===== config.mk =====
export PLATFORM = sky130hd
export DESIGN_NAME = mem_access_ctrl
export DESIGN_NICKNAME = d
export VERILOG_FILES = /design/src/rtl/mem_pkg.sv /design/src/rtl/mem_access_ctrl.sv
export SDC_FILE = /design/constraint.sdc
export NUM_CORES = 1
export LEC_CHECK = 0
export BUFFER_PORTS_ARGS = -buffer_cell sky130_fd_sc_hd__buf_2
export CAP_MARGIN = 25
export CORE_AREA = 4 4 85 87
export DETAILED_ROUTE_END_ITERATION = 8
export DIE_AREA = 0 0 89 91
export PLACE_DENSITY = 0.91
export SLEW_MARGIN = 5
export SYNTH_ARGS = -nofsm -noshare
export SYNTH_HDL_FRONTEND = slang
export SYNTH_SLANG_ARGS = --single-unit

===== constraint.sdc =====
create_clock -name clk -period 1.6 [get_ports clk]
set_input_delay 0.48 -clock clk [delete_from_list [all_inputs] [get_ports clk]]
set_output_delay 0.48 -clock clk [all_outputs]
set_load 0.02 [all_outputs]

===== src/rtl/mem_pkg.sv =====
// Shared definitions for the RAM initiator: FSM state encoding and the default
// RAM geometry used by mem_access_ctrl, ram and their benches.
package mem_pkg;

  localparam int DEF_BITS    = 32;
  localparam int DEF_ADDR    = 9;
  localparam int DEF_RAMSIZE = 512;

  typedef enum logic [2:0] {
    IDLE    = 3'd0,
    WRITE   = 3'd1,
    READ    = 3'd2,
    CAPTURE = 3'd3,
    DONE    = 3'd4
  } state_t;

endpackage


===== src/rtl/mem_access_ctrl.sv =====
// CPU-side initiator for the single-port synchronous ram: one request at a time,
// MAR/MDR held internally, one-cycle RAM strobes and a one-cycle done pulse.
module mem_access_ctrl
  import mem_pkg::*;
#(
  parameter int BITS    = DEF_BITS,
  parameter int ADDR    = DEF_ADDR,
  parameter int RAMSIZE = DEF_RAMSIZE
) (
  input  logic            clk,
  input  logic            clr,
  input  logic            req,
  input  logic            we,
  input  logic [ADDR-1:0] addr,
  input  logic [BITS-1:0] wdata,
  output logic            busy,
  output logic            done,
  output logic            err,
  output logic [BITS-1:0] rdata,
  output logic [ADDR-1:0] ram_address,
  output logic [BITS-1:0] ram_dataIn,
  output logic            ram_read,
  output logic            ram_write,
  input  logic [BITS-1:0] ram_dataOut
);

  state_t          state;
  logic [ADDR-1:0] mar;
  logic [BITS-1:0] mdr;

  // One extra bit so a RAMSIZE of exactly 2^ADDR is representable.
  function automatic logic out_of_range(input logic [ADDR-1:0] a);
    logic [ADDR:0] lim;
    lim = (ADDR+1)'(RAMSIZE);
    return ({1'b0, a} >= lim);
  endfunction

  // All outputs are registers updated alongside the state, so nothing on the
  // request side reaches the RAM pins combinationally.
  always_ff @(posedge clk) begin
    if (clr) begin
      state     <= IDLE;
      mar       <= '0;
      mdr       <= '0;
      busy      <= 1'b0;
      done      <= 1'b0;
      err       <= 1'b0;
      ram_read  <= 1'b0;
      ram_write <= 1'b0;
    end else begin
      done      <= 1'b0;
      ram_read  <= 1'b0;
      ram_write <= 1'b0;
      case (state)
        IDLE: begin
          if (req) begin
            mar  <= addr;
            busy <= 1'b1;
            if (out_of_range(addr)) begin
              state <= DONE;
              done  <= 1'b1;
              err   <= 1'b1;
            end else if (we) begin
              mdr       <= wdata;
              state     <= WRITE;
              ram_write <= 1'b1;
              err       <= 1'b0;
            end else begin
              state    <= READ;
              ram_read <= 1'b1;
              err      <= 1'b0;
            end
          end
        end
        WRITE: begin
          state <= DONE;
          done  <= 1'b1;
        end
        READ: begin
          state <= CAPTURE;
        end
        CAPTURE: begin
          // The RAM registered its output on the edge that ended READ.
          mdr   <= ram_dataOut;
          state <= DONE;
          done  <= 1'b1;
        end
        DONE: begin
          state <= IDLE;
          busy  <= 1'b0;
          err   <= 1'b0;
        end
        default: begin
          state <= IDLE;
          busy  <= 1'b0;
          err   <= 1'b0;
        end
      endcase
    end
  end

  assign rdata       = mdr;
  assign ram_address = mar;
  assign ram_dataIn  = mdr;

endmodule


# --- After elaboration in Yosys (flattened, before gate mapping) ---
# Cells that the tools add are included.
# W data, S select, Z words.
classes:
  eq_ne: 5
  n_mux: 13
  bitwise: 3
  reduce_logical: 8
op_table:
  columns: ["op", "count"]
  rows:
  - ["$mux W32", 2]
  - ["$pmux W32 S2", 1]
  - ["$pmux W3 S3", 1]
  - ["$eq A3 B2 Y1 const B", 2]
  - ["$reduce_or A3 Y1", 2]
  - ["$mux W1", 5]
  - ["$ne A2 B2 Y1 const B", 2]
  - ["$pmux W1 S2", 2]
  - ["$reduce_and A2 Y1", 2]
  - ["$eq A3 B1 Y1 const B", 1]
  - ["$logic_not A3 Y1", 1]
  - ["$mux W3", 1]
  - ["$not A1 Y1", 3]
  - ["$reduce_and A3 Y1", 1]
  - ["$mux W2", 1]
  - ["$reduce_bool A2 Y1", 1]
  - ["$reduce_or A2 Y1", 1]
totals:
  input_bits: 77
  register_bits: 49

# --- Longest topological paths before layout ---
# Gate-level depths: netlist of run 1.
depth:
  word_depth: 4
  ltp_mapped: 6
  ltp_nobuf: 3

# --- Least setup slack after synthesis of run 1 ---
# OpenSTA, ideal clock, no wires.
synth_timing:
  path_kind: "input to register"
  from: "input port clr"
  to: "register mdr[10] (netlist: ram_dataIn[10])"
  n_path_buf: 2
  slack_ns: 0.198
  path_stages: 3
  arrival_time_ns: 1.247
  setup_time_ns: 0.154
  cell_sequence: "clkbuf_1 -> clkbuf_1 -> a41oi_2"
synth_lines:
  columns: ["item", "line_no", "rtl"]
  rows:
  - ["start: declaration", "mem_access_ctrl.sv:11", "input logic clr,"]
  - ["end signal: assignment", "mem_access_ctrl.sv:64", "mdr <= wdata;"]
  - ["end signal: assignment", "mem_access_ctrl.sv:84", "mdr <= ram_dataOut;"]
  - ["end: declaration", "mem_access_ctrl.sv:29", "logic [BITS-1:0] mdr;"]
# No word-level cell between the ends.

# --- Final worst setup path of run 1 ---
layout_timing:
  from: "register state[0]"
  to: "register mdr[3] (netlist: ram_dataIn[3])"
layout_between:
  elab_chain_len: 3
  word_cells_on_any_way: 7
  classes_between: "eq/ne: 3; mux: 1; reduce/logical: 3"
layout_rtl:
  columns: ["item", "line_no", "rtl"]
  rows:
  - ["start: declaration", "mem_access_ctrl.sv:27", "state_t state;"]
  - ["start signal: assignment", "mem_access_ctrl.sv:42", "state <= IDLE;"]
  - ["start signal: assignment", "mem_access_ctrl.sv:60", "state <= DONE;"]
  - ["start signal: assignment", "mem_access_ctrl.sv:65", "state <= WRITE;"]
  - ["$eq A3 B2 Y1 or $logic_not A3 Y1 (tied branches)", "mem_access_ctrl.sv:54", "case (state)"]
  - ["$reduce_bool A2 Y1 (no source line) or $ne A2 B2 Y1 (tied branches)", null, null]
  - ["$reduce_and A3 Y1 (no source line)", null, null]
# Several ways; a longest one is shown, not always the timed one.
# A chain may end at the register's enable or synchronous reset.

==> flow_metrics.env, run 1 <==
export IMPL_power_density_nw_per_um2=850
export IMPL_overflow=0
export IMPL_syn_area_um2=2850
export IMPL_r2r_end="ram_dataIn[3]"
export IMPL_critPathMaxFanout=20
export IMPL_die_area_um2=8100
export IMPL_skew_ns=0.00609
export IMPL_grtUsageMet2_pct=34.2
export IMPL_r2r_start="state[0]"
export IMPL_antenna_cells=0
export IMPL_nets=503
export IMPL_placed_cells=496
export IMPL_hold_violations=0
export IMPL_setup_viol=0
export IMPL_period_needed_ns=1.42
export IMPL_reg2reg_depth=4
export IMPL_numCtsBuffers=5
export IMPL_grt_use_met1_pct=21.3
export IMPL_dr_total_vias=2770
export IMPL_drcViolationCount=0
export IMPL_cts_sinks=48
export IMPL_worstHoldPathType="primary input to register"
export IMPL_status="complete, no violations"
export IMPL_synth_nets=397
export IMPL_post_cts_resized=0
export IMPL_grt_antenna_before_repair=0
export IMPL_root_buffer="clkbuf_8"
export IMPL_clk_transition_reported_paths_ns=0.10
export IMPL_die_x_um=89
export IMPL_syn_avg_cell_area_um2=8.90
export IMPL_cts_tree="yes"
export IMPL_power_leakage_nw=1.43
export IMPL_syn_inst=320
export IMPL_initial_core_util_pct=44.8
export IMPL_coreArea_um2=6350
export IMPL_areaGrowthSynthToFinish_pct=22.5
export IMPL_whs_path_depth=3
export IMPL_drt_wl_total_mm=8.02
export IMPL_post_place_ws_ns=0.0550
export IMPL_hold_start="addr[4]"
export IMPL_holdPathEnd="ram_address[4]"
export IMPL_report_final_slew_viol_count=0
export IMPL_ff2ff_setup_slack_ns=0.18
export IMPL_ir_worst_vdd_mv=0.678
export IMPL_grt_pass1_wl_mm=12.2
export IMPL_synth_seq_cells=48
export IMPL_yosysWarnings=0
export IMPL_ys_types=21
export IMPL_setup_tns_final_ns=0
export IMPL_critPathLaunchType="register"
export IMPL_grt_busiest_layer="met2"
export IMPL_h_tree_depth=2
export IMPL_grt_pass1_vias=2566
export IMPL_track_usage_pct=18.6
export IMPL_met3_usage_pct=4.80
export IMPL_cp_data_arrival_time_ns=1.63
export IMPL_rsz0062_at_grt="no"
export IMPL_wire_per_inst_um=15.9
export IMPL_drt_iter0_drc=110
export IMPL_maxCapViolations=0
export IMPL_fmax_mhz=706
export IMPL_crit_type="register to register"
export IMPL_layout_cells_non_filler=504
export IMPL_port_buffers=153
export IMPL_finalWorstSetupSlack_ns=0.183
export IMPL_fin_total_pwr_mw=2.96
export IMPL_holdWs_ns=0.409
export IMPL_endpoint_kind="register"
export IMPL_io_pin_count=155
export IMPL_postCtsHoldBufs=0
export IMPL_dpl_hpwl_mm=5.90
export IMPL_timing_final_crit_share_pct=88.5
export IMPL_postCtsSetupRepairBufs=0
export IMPL_dr_pass1_iters=5
export IMPL_placementRows=29
export IMPL_clockBufferDepth=2
export IMPL_routed_via_density=5.50
export IMPL_cp_required_ns=1.82
export IMPL_clk_latency_ns=0.30
export IMPL_die_h_um=91
export IMPL_drive_gt1_share_pct=48.7
export IMPL_finalWeightedCongestion=0.733
export IMPL_ys_seq_area_share_pct=33.8
export IMPL_grt_max_degree=49
export IMPL_antenna_left=0
area by class of cell:
cell class                      instances  area [µm²]
Clock buffer                            5        68.8
Clock inverter                          3        46.3
Fill cell                             588        2860
Inverter                                1        3.75
Multi-Input combinational cell        204        1430
Sequential cell                        48         962
Tap cell                               77        96.3
Timing Repair Buffer                  166         876
worst max path at each step:
| stage | start | to | slack [ns] | cells past startpoint |
|---|---|---|---|---|
| after floorplan | clr | ram_dataIn[10] | 0.20 | 3 |
| after global placement | req | ram_address[0] | 0.16 | 4 |
| after detailed placement | req | ram_dataIn[3] | 0.05 | 5 |
| after CTS | state[0] | ram_dataIn[3] | 0.16 | 4 |
| after global routing | state[0] | ram_dataIn[18] | 0.04 | 4 |
| final | state[0] | ram_dataIn[3] | 0.18 | 4 |
cells by family (layout without fill, tap and decap cells):
family | count (synthesis) | in the layout | synth area share, %
AO/OA/AOI/OAI | 43 | 43 | 20.0
other | 1 | 1 | 0.132
AND/OR/NAND/NOR | 160 | 160 | 30.2
buffers and inverters | 68 | 175 | 15.9
flip-flops | 48 | 48 | 33.8
metal layers:
metal  vias up  wire, µm
met5         -         0
met2       137      4140
met3         6       722
li1       1324         -
met1      1303      3100
met4         0        65
worst max-delay path: stages, from the launching register on:
cell and delay (ns):
dfxtp_1 0.41, nor4b_4 0.31, buf_4 0.29, nand3_1 0.15
a41oi_2 0.17
synth_stat cells:
library cell	number	share of area, %
a21oi_1	11	1.9
a41oi_1	1	0.31
a41oi_2	31	18
and2_1	1	0.22
buf_2	8	1.4
buf_4	38	10
buf_6	6	2.4
clkbuf_1	15	2.0
conb_1	1	0.13
dfxtp_1	48	34
inv_1	1	0.13
nand2_1	51	6.7
nand3_1	64	11
nand3b_1	32	8.4
nand4bb_1	1	0.40
nor2_1	1	0.13
nor3_1	3	0.53
nor3b_1	3	0.79
nor4_1	2	0.44
nor4b_4	1	0.84
or4b_4	1	0.48
sequential cells by signal (all words and copies together) (netlist names):
| name | count |
|---|---|
| ram_write | 1 |
| done | 1 |
| ram_address | 9 |
| ram_read | 1 |
| ram_dataIn | 32 |
| busy | 1 |
| state | 3 |
through the flow:
step                cell area, µm²  util (%)
finish                        3490      54.9
global route                  3490      54.9
CTS                           3490      54.9
detailed placement            3370      53.1
global placement              3370      53.1
floorplan                     2850         -
placed cells by master, fill, tap and decap left out, types with 2 or more instances in the layout:
cell type	instances
buf_2	153
nand3_1	64
nand2_1	51
dfxtp_1	47
nand3b_1	32
a41oi_2	31
buf_4	12
a21oi_1	11
clkbuf_8	5
nor3b_1	3
nor3_1	3
nor4_1	2
power by group:
group	internal, mW	total (mW)	switching, mW
sequential	1.27	1.34	0.0694
combinational	0.280	0.718	0.438
clock	0.471	0.901	0.430
(Power assumes the default switching activity.)
==> run 2, diff against run 1 <==
- CORE_AREA: 4 4 85 87 -> 3 3 81 83
- DIE_AREA: 0 0 89 91 -> 0 0 84 86
- PLACE_DENSITY: 0.91 -> 0.95
- clock period: 1.6 -> 1.7 ns (I/O delays scaled with it)
==> run 2 against run 1 <==
Worst hold slack improved by 0.031 ns. Non-clock buffer count increased by 3. Setup slack improved by 0.072 ns. Count of clock-buffer cells in the layout unchanged. Clock power decreased by 9.2%. Fmax decreased by 2.0%. Cell count increased by 0.20%. Flip-flop and latch count unchanged. Global-route usage increased by 1.8 points. Register-to-register slack improved by 0.07 ns. Wire length decreased by 4.8%. Sequential share of layout area decreased by 0.13 points. Largest cell class unchanged. Largest power group unchanged.
==> flow_metrics.env, run 2 (synthesis results as in run 1) <==
export IMPL_clk_transition_reported_paths_ns=0.09
export IMPL_path_cells="nor4b_4, buf_4, nand3_1, a41oi_1"
export IMPL_status="complete, no violations"
export IMPL_final_util_pct=59.2
export IMPL_areaGrowthSynthToFinish_pct=23.0
export IMPL_setup_tns_final_ns=0
export IMPL_clkPwrFrac_pct=29.6
export IMPL_critPathLaunchType="register"
export IMPL_cp_required_ns=1.91
export IMPL_ff2ff_setup_slack_ns=0.25
export IMPL_p_sw_share_pct=31.1
export IMPL_drcViolationCount=0
export IMPL_crit_buf_inv=1
export IMPL_io_pin_count=155
export IMPL_h_tree_depth=2
export IMPL_fin_total_pwr_mw=2.76
export IMPL_postCtsSetupRepairBufs=0
export IMPL_coreArea_um2=5920
export IMPL_antenna_cells=0
export IMPL_grt_max_degree=37
export IMPL_finalWeightedCongestion=0.785
export IMPL_setup_viol=0
export IMPL_period_needed_ns=1.45
export IMPL_endpoint_kind="register"
export IMPL_overflow=0
export IMPL_numCtsBuffers=5
export IMPL_critPathMaxFanout=25
export IMPL_timing_final_crit_share_pct=85.0
export IMPL_r2r_start="state[0]"
export IMPL_final_cell_mix="buf_2 (153), nand3_1 (64), nand2_1 (51)"
export IMPL_wire_per_inst_um=15.1
export IMPL_power_switching_mw=0.858
export IMPL_maxCapViolations=0
export IMPL_dr_pass1_iters=4
export IMPL_ir_worst_vdd_mv=0.602
export IMPL_dr_total_vias=2817
export IMPL_seq_area_um2=962
export IMPL_cp_data_arrival_time_ns=1.66
export IMPL_clockBufferDepth=2
export IMPL_top_layer="met4"
export IMPL_skew_ns=0.00637
export IMPL_p_int_mw=1.90
export IMPL_placementRows=28
export IMPL_drt_wl_total_mm=7.64
export IMPL_finish_instance_area_um2=3500
export IMPL_cp_slowest_stage_delay_ns=0.43
export IMPL_largest_reg_flops=32
export IMPL_port_buffers=153
export IMPL_cts_tree="yes"
export IMPL_die_area_um2=7220
export IMPL_whs_path_depth=3
export IMPL_crit_slowest_cell="dfxtp_1"
export IMPL_die_x_um=84
export IMPL_wl_met2_mm=3.91
export IMPL_cts_sinks=48
export IMPL_finalWorstSetupSlack_ns=0.255
export IMPL_met1_length_mm=3.06
export IMPL_dpl_hpwl_mm=5.55
export IMPL_clk_latency_ns=0.29
export IMPL_worstHoldPathType="primary input to register"
export IMPL_reg2reg_depth=4
export IMPL_post_place_ws_ns=0.112
export IMPL_dr_wl_met3_um=568
export IMPL_holdPathEnd="ram_address[4]"
export IMPL_final_common_cell="buf_2"
export IMPL_postCtsHoldBufs=0
export IMPL_rsz0062_at_grt="no"
export IMPL_crit_type="register to register"
export IMPL_initial_core_util_pct=48.1
export IMPL_hold_start="addr[4]"
export IMPL_root_buffer="clkbuf_8"
export IMPL_power_density_nw_per_um2=788
export IMPL_routed_via_density=5.58
export IMPL_crit_start="state[0]"
export IMPL_grt_pass1_wl_mm=12.3
export IMPL_r2r_end="ram_dataIn[18]"
export IMPL_power_leakage_nw=1.45
export IMPL_multi_input_area_um2=1430
export IMPL_grt_pass1_vias=2676
export IMPL_placed_cell_area_um2=3390
export IMPL_report_final_slew_viol_count=0
export IMPL_grt_antenna_before_repair=0
export IMPL_die_h_um=86
export IMPL_path_delay_family="simple AND/OR/NAND/NOR gates"
export IMPL_combPwrFrac_pct=24.6
export IMPL_drt_iter0_drc=129
export IMPL_fill_cells=515
export IMPL_nets=506
export IMPL_post_cts_resized=0
export IMPL_drive_gt1_share_pct=49.1
export IMPL_fmax_mhz=692
export IMPL_hold_violations=0
export IMPL_antenna_left=0
export IMPL_track_usage_pct=20.4
export IMPL_seq_power_share_pct=45.8
-- run 2: power by group through the flow --
stage | registers [mW] | logic (mW) | clock network [mW]
after floorplan | 1.36 | 0.424 | 0
after global placement | 1.28 | 0.667 | 0
after detailed placement | 1.29 | 0.680 | 0
after CTS | 1.26 | 0.682 | 0.854
after global routing | 1.28 | 0.731 | 0.892
final | 1.26 | 0.678 | 0.818
-- run 2: cell type report --
cell class	count	share of cell area, %
Multi-Input combinational cell	204	40.9
Sequential cell	48	27.5
Timing Repair Buffer	169	25.7
Tap cell	75	2.68
Clock buffer	5	1.96
Clock inverter	3	1.21
Inverter	1	0.107
-- run 2: how the worst max path moves through the flow --
stage / slack (ns) / end / cells after the start
final: 0.25 / ram_dataIn[18] / 4
after global routing: 0.13 / ram_dataIn[5] / 4
after CTS: 0.24 / ram_dataIn[5] / 4
after detailed placement: 0.11 / ram_dataIn[18] / 5
after global placement: 0.22 / ram_dataIn[18] / 5
after floorplan: 0.27 / ram_dataIn[10] / 3
-- run 2: per-layer routing --
layer,up-vias,global-route usage (%)
met5,-,0
met3,13,3.75
met4,0,6.29
met2,140,37.2
li1,1331,-
met1,1333,24.3
-- run 2: metrics by stage --
step,hold WS (ns),instances
CTS,0.427,505
global placement,0.443,497
global route,0.429,505
detailed placement,0.451,497
floorplan,0.533,320
finish,0.440,505
-- run 2: tightest hold or removal path, stage by stage --
cell     delay [ns]
buf_2          0.09
nand2_1        0.04
a21oi_1        0.05
